### src/rtl/inst_fetch_pkg.sv
// Shared definitions for the instruction fetch unit: state encoding, opcodes and
// the JAL immediate decoder.
package inst_fetch_pkg;

  localparam int MAX_XLEN = 64;

  localparam logic [6:0] OP_JAL  = 7'b1101111;
  localparam logic [6:0] OP_JALR = 7'b1100111;

  typedef enum logic [1:0] {
    S_RST,
    S_ADDR,
    S_DATA,
    S_HOLD
  } state_t;

  // Sign-extended to the widest supported PC; callers keep the low XLEN bits,
  // which is identical to sign-extending directly to XLEN.
  function automatic logic [MAX_XLEN-1:0] jal_imm(input logic [31:0] ins);
    logic [20:0] imm;
    imm = {ins[31], ins[19:12], ins[20], ins[30:21], 1'b0};
    return {{(MAX_XLEN-21){imm[20]}}, imm};
  endfunction

endpackage

### src/rtl/inst_fetch_fifo.sv
// Synchronous FIFO holding fetched {instruction, pc} pairs; head is read straight
// from registered storage, flush wins over push, push+pop when full is allowed.
module inst_fetch_fifo #(
  parameter int WIDTH = 96,
  parameter int DEPTH = 4
) (
  input  logic                     clk,
  input  logic                     rst,
  input  logic                     push,
  input  logic [WIDTH-1:0]         push_data,
  input  logic                     pop,
  input  logic                     flush,
  output logic [WIDTH-1:0]         head,
  output logic [$clog2(DEPTH):0]   count
);

  localparam int AW = $clog2(DEPTH);
  localparam logic [AW:0] FULL = (AW+1)'(DEPTH);

  logic [WIDTH-1:0] mem [DEPTH];
  logic [AW-1:0]    rd_ptr;
  logic [AW-1:0]    wr_ptr;
  logic             do_push;
  logic             do_pop;

  assign do_pop  = pop && (count != '0);
  assign do_push = push && ((count != FULL) || do_pop);
  assign head    = mem[rd_ptr];

  always_ff @(posedge clk or posedge rst) begin
    if (rst) begin
      rd_ptr <= '0;
      wr_ptr <= '0;
      count  <= '0;
      for (int i = 0; i < DEPTH; i++) begin
        mem[i] <= '0;
      end
    end else if (flush) begin
      rd_ptr <= '0;
      wr_ptr <= '0;
      count  <= '0;
    end else begin
      if (do_push) begin
        mem[wr_ptr] <= push_data;
        wr_ptr      <= wr_ptr + AW'(1);
      end
      if (do_pop) begin
        rd_ptr <= rd_ptr + AW'(1);
      end
      if (do_push && !do_pop) begin
        count <= count + (AW+1)'(1);
      end else if (do_pop && !do_push) begin
        count <= count - (AW+1)'(1);
      end
    end
  end

endmodule

### src/rtl/inst_fetch_queue.sv
// AHB-Lite instruction fetch with a decoupling queue to decode (valid/ready).
// Optional JAL/JALR predecode steering under INST_FETCH_PREDECODE_EN.
module inst_fetch_queue
  import inst_fetch_pkg::*;
#(
  parameter int              XLEN     = 64,
  parameter int              DEPTH    = 4,
  parameter logic [XLEN-1:0] RESET_PC = '0
) (
  input  logic            CLK,
  input  logic            reset,
  output logic [XLEN-1:0] HADDR,
  output logic            HTRANS,
  input  logic            HREADY,
  input  logic [31:0]     HRDATA,
  input  logic            redirect,
  input  logic [XLEN-1:0] redirect_pc,
  output logic            inst_valid,
  output logic [31:0]     inst,
  output logic [XLEN-1:0] inst_pc,
  input  logic            inst_ready
);

  localparam int CW = $clog2(DEPTH) + 1;
  localparam logic [CW-1:0] FULL = CW'(DEPTH);

  state_t          state, state_nxt;
  logic [XLEN-1:0] fetch_pc, fetch_pc_nxt;
  logic [XLEN-1:0] req_pc, req_pc_nxt;
  logic            kill, kill_nxt;

  logic            htrans;
  logic            push;
  logic            pop;
  logic            room;
  logic [CW-1:0]   count;
  logic [31+XLEN:0] head;

`ifdef INST_FETCH_PREDECODE_EN
  logic [MAX_XLEN-1:0] jimm_full;
  logic [XLEN-1:0]     jimm;
  assign jimm_full = jal_imm(HRDATA);
  assign jimm      = jimm_full[XLEN-1:0];
`endif

  // Only one fetch is ever outstanding, so nothing is in flight while an address
  // may issue and the slot reservation reduces to a free queue entry.
  assign room = (count < FULL);

  always_comb begin
    state_nxt    = state;
    fetch_pc_nxt = fetch_pc;
    req_pc_nxt   = req_pc;
    kill_nxt     = kill;
    htrans       = 1'b0;
    push         = 1'b0;

    case (state)
      S_RST: state_nxt = S_ADDR;
      S_ADDR: begin
        htrans = room;
        if (room && HREADY) begin
          req_pc_nxt = fetch_pc;
          state_nxt  = S_DATA;
        end
      end
      S_DATA: begin
        if (HREADY) begin
          state_nxt = S_ADDR;
          if (kill) begin
            kill_nxt = 1'b0;
          end else begin
            push         = 1'b1;
            fetch_pc_nxt = req_pc + XLEN'(4);
`ifdef INST_FETCH_PREDECODE_EN
            if (HRDATA[6:0] == OP_JAL) begin
              fetch_pc_nxt = req_pc + jimm;
            end else if (HRDATA[6:0] == OP_JALR) begin
              fetch_pc_nxt = fetch_pc;
              state_nxt    = S_HOLD;
            end
`endif
          end
        end
      end
      S_HOLD: state_nxt = S_HOLD;
      default: state_nxt = S_RST;
    endcase

    // Redirect overrides everything; an address accepted this cycle is marked dead.
    if (redirect) begin
      push         = 1'b0;
      fetch_pc_nxt = {redirect_pc[XLEN-1:2], 2'b00};
      case (state)
        S_DATA: begin
          if (HREADY) begin
            state_nxt = S_ADDR;
            kill_nxt  = 1'b0;
          end else begin
            state_nxt = S_DATA;
            kill_nxt  = 1'b1;
          end
        end
        S_ADDR: begin
          if (room && HREADY) begin
            state_nxt = S_DATA;
            kill_nxt  = 1'b1;
          end else begin
            state_nxt = S_ADDR;
          end
        end
        default: state_nxt = S_ADDR;
      endcase
    end
  end

  always_ff @(posedge CLK or posedge reset) begin
    if (reset) begin
      state    <= S_RST;
      fetch_pc <= RESET_PC;
      req_pc   <= '0;
      kill     <= 1'b0;
    end else begin
      state    <= state_nxt;
      fetch_pc <= fetch_pc_nxt;
      req_pc   <= req_pc_nxt;
      kill     <= kill_nxt;
    end
  end

  assign HTRANS     = htrans;
  assign HADDR      = fetch_pc;
  assign inst_valid = (count != '0);
  assign pop        = inst_valid && inst_ready;
  assign inst       = head[31+XLEN:XLEN];
  assign inst_pc    = head[XLEN-1:0];

  inst_fetch_fifo #(
    .WIDTH (32 + XLEN),
    .DEPTH (DEPTH)
  ) u_fifo (
    .clk       (CLK),
    .rst       (reset),
    .push      (push),
    .push_data ({HRDATA, req_pc}),
    .pop       (pop),
    .flush     (redirect),
    .head      (head),
    .count     (count)
  );

endmodule

### config.mk
export PLATFORM = sky130hd
export DESIGN_NAME = inst_fetch_queue
export DESIGN_NICKNAME = d
export VERILOG_FILES = /design/src/rtl/inst_fetch_pkg.sv /design/src/rtl/inst_fetch_fifo.sv /design/src/rtl/inst_fetch_queue.sv
export SDC_FILE = /design/constraint.sdc
export NUM_CORES = 1
export LEC_CHECK = 0
export BUFFER_PORTS_ARGS = -buffer_cell sky130_fd_sc_hd__buf_2
export CAP_MARGIN = 10
export CORE_MARGIN = 2
export CORE_UTILIZATION = 40
export CTS_CLUSTER_SIZE = 24
export DETAILED_ROUTE_END_ITERATION = 10
export MAX_ROUTING_LAYER = met4
export PLACE_DENSITY = 0.61
export RECOVER_POWER = 50
export SYNTH_ARGS = -nofsm -noshare
export SYNTH_HDL_FRONTEND = slang
export SYNTH_SLANG_ARGS = --single-unit
### constraint.sdc
create_clock -name CLK -period 35.4 [get_ports CLK]
set_input_delay 7.08 -clock CLK [delete_from_list [all_inputs] [get_ports CLK]]
set_output_delay 7.08 -clock CLK [all_outputs]
set_load 0.1 [all_outputs]
==> results by group <==
Run status
  – Status: finished, violations left
  – Violated checks: capacitance limit, slew limit

Global route
  – Largest net degree at the start of global routing: between 100 and 150
  – GRT Total Usage: 0.207
  – Vias in the first global route: approximately 16,000
  – Initial antenna violation count: 5
  – First-pass GRT wire length: between 90,000 and 100,000 um
  – Gr ovfl total: 0

STA
  – RSZ-0062 raised after global routing: no
  – Part of the cycle the worst path needs: 0.385
  – Worst Skew: roughly 0.038 ns
  – Final-report setup violation count: 0
  – Final hold vios: 0
  – Setup TNS: 0 ns
  – Slew margin rel.: -2.25
  – Worst Tran Pin Value: 4.85 ns
  – Final Slew Violations: 764
  – Minimum clock period: 13.64 ns
  – F_max: roughly 73 MHz

Route
  – DR WL/cell: 21.3 um
  – Post-DRT Antenna Nets: 0
  – Vias per inst: 5.41
  – Final wirelength: 61,200 um
  – DR DRC count: 0
  – Via count: 15,600
  – Drt initial violations: 929
  – First-pass DRT Iterations: 5

Cells and area
  – Synth-to-Final Area Change: 15.9%
  – Final #Nets: ~2,200
  – Post-layout util: 0.466
  – Ratio of cells with drive above 1 in the final layout: 0.360
  – Layout Cells excl Fill: 2,880
  – Fin area: 27,400 um^2

Placement
  – Post-DP Area: 25,500 um^2
  – Inst Count DP: 2,771
  – GP Congestion: 0.800
  – Post-DP HPWL: 38,600 um
  – Port buffer count: 260

Yosys
  – FF+latch count, synth: between 500 and 600
  – Register area share after synthesis: 0.552
  – Syn nets: between 1,500 and 2,000
  – Cell with the most instances after synthesis: dfrtp_1
  – Ranking of synthesized cells by area: dfrtp_1 (55%), mux2_2 (16%), mux4_2 (9.1%)
  – Synth Flop Type: dfrtp_1
  – Top post-synthesis cells by count: dfrtp_1 (522), mux2_2 (345), nand2_1 (317)
  – Syn_area_per_cell: between 10 and 15 um^2
  – Post-synth top area share: 0.552
  – Area leader, netlist: dfrtp_1
  – Area of the mapped netlist: 23,700 um^2
  – Netlist cell types: 50
  – Synth warn: 0
  – Post-synthesis async set-or-reset flop share: 1.00
  – Number of synthesized flops with an enable pin: 0
  – Cells after Synth: 1,869

Floorplanning
  – Io pins: between 200 and 300
  – Die height: 247 um
  – Core ar.: 58,800 um^2
  – Initial Util: 0.402
  – Rows: 89
  – Die W: 247 um
  – Die area: 61,100 um^2

Worst hold path
  – HP Class: reg -> reg
  – Hold Startpoint: u_fifo.mem[238]$_DFFE_PP0P_

Setup path
  – Worst Setup SP: reset
  – CP cell instances: buf_2 -> clkinvlp_2 -> clkbuf_1
  – Crit path DAT: 12.90 ns
  – Slowest CP cell: clkbuf_1
  – Required time of the critical path: about 35 ns
  – Setup CP Type: in -> async
  – Crit start category: primary input
  – Worst path max stage delay: 2.95 ns
  – Crit path max fanout: 108
  – Crit. End Element: asynchronous set/reset pin
  – Origin of the critical flop-to-flop path: state[1]$_DFFE_PP0P_

Clock tree
  – CTS tree: done
  – Clk slew on worst S/H paths: 0.06 ns
  – Clock tree buffer depth: 3
  – TritonCTS Buffers: 56
  – Post-cts repair resize count: 0
  – H-tree lvl count: 2
  – Worst skew pair latency: roughly 0.64 ns
  – Root buffer cell: clkbuf_16
  – Post-CTS setup buffers: 0
  – Hold buffer count at CTS: 0
  – Clock tree sinks: 522

Pwr
  – Power density cells: 84.0 nW/um^2
  – Largest vdd supply drop: approximately 75 uV
  – Final Power: about 2.3 mW
  – Cell leakage power: 13.0 nW

Run
  – Max Cap Viol: 12
==> layer usage <==
| metal | GRT usage | wire length, um | share of wire | vias to the layer above |
|---|---|---|---|---|
| met1 | 0.273 | 27100 | 0.44 | 8122 |
| met2 | 0.326 | 29100 | 0.48 | 394 |
| li1 | - | - | - | 6975 |
| met4 | 0.0490 | 1160 | 0.019 | 0 |
| met5 | - | 0 | 0 | - |
| met3 | 0.0484 | 3850 | 0.063 | 86 |
==> final timing paths <==
kind,to,slack (ns),cells past startpoint
setup / recovery,u_fifo.rd_ptr[1]$_DFFE_PP0P_,21.76,3
hold / removal,u_fifo.mem[238]$_DFFE_PP0P_,0.48,2
setup reg to reg,state[1]$_DFFE_PP0P_,29.87,7
hold reg to reg,u_fifo.mem[238]$_DFFE_PP0P_,0.48,2
max in group CLK,HADDR[43]$_DFFE_PP0P_,24.00,5
min in group asynchronous,u_fifo.mem[368]$_DFFE_PP0P_,7.96,2
==> layout make-up <==
| class | instances | area, um^2 |
|---|---|---|
| antenna | 3 | 7.51 |
| tap | 773 | 967 |
| fill | 5373 | 31400 |
| inverter | 21 | 80.1 |
| sequential | 522 | 13100 |
| clock inverter | 25 | 440 |
| clock buffer | 81 | 1590 |
| timing repair buffer | 281 | 1350 |
| multi-input combinational | 1174 | 9910 |
==> report_power, final <==
part | total, mW | internal, mW | switching (mW) | leakage, nW
registers | 0.822 | 0.700 | 0.122 | 6.98
clock network | 0.636 | 0.387 | 0.249 | 0.990
logic | 0.846 | 0.203 | 0.643 | 5.06
==> logic make-up after synthesis <==
kind of cell	synth area share
flops	0.552
simple gates	0.0929
fa+ha+maj	0.00561
compound gates	0.0392
xor+xnor	0.0207
buf+inv	0.0294
mux	0.260
==> critical path, delay by kind of cell <==
kind	cells	cell delay, ns
buf+inv	3	5.75
==> stage by stage <==
step | hold slack [ns] | setup WS (ns)
2_1_floorplan | 0.445 | 13.74
3_3_place_gp | 0.456 | 25.15
3_5_place_dp | 0.465 | 25.19
4_1_cts | 0.479 | 24.51
5_1_grt | 0.505 | 20.31
6_report | 0.478 | 21.76
==> sequential cells by signal, indices dropped and copies added, names as in the netlist <==
| name | flops |
|---|---|
| u_fifo.mem | 384 |
| HADDR | 64 |
| req_pc | 64 |
| u_fifo.count | 3 |
| state | 2 |
| u_fifo.rd_ptr | 2 |
| u_fifo.wr_ptr | 2 |
| kill | 1 |
==> placed cells by master, fill, tap and decap left out, types with 15 or more instances in the layout <==
cell type and count:
dfrtp_1 520, mux2_2 345, nand2_1 315, buf_2 194, mux4_2 96, clkbuf_1 89
o21ai_0 88, nor2_1 60, clkbuf_16 56, xnor2_1 42, nand3_1 29, a21oi_1 26
inv_1 20, and3_1 18, o221ai_1 16, nand4_1 15, o31ai_1 15
No activity file was read; power rests on OpenSTA's default activity.
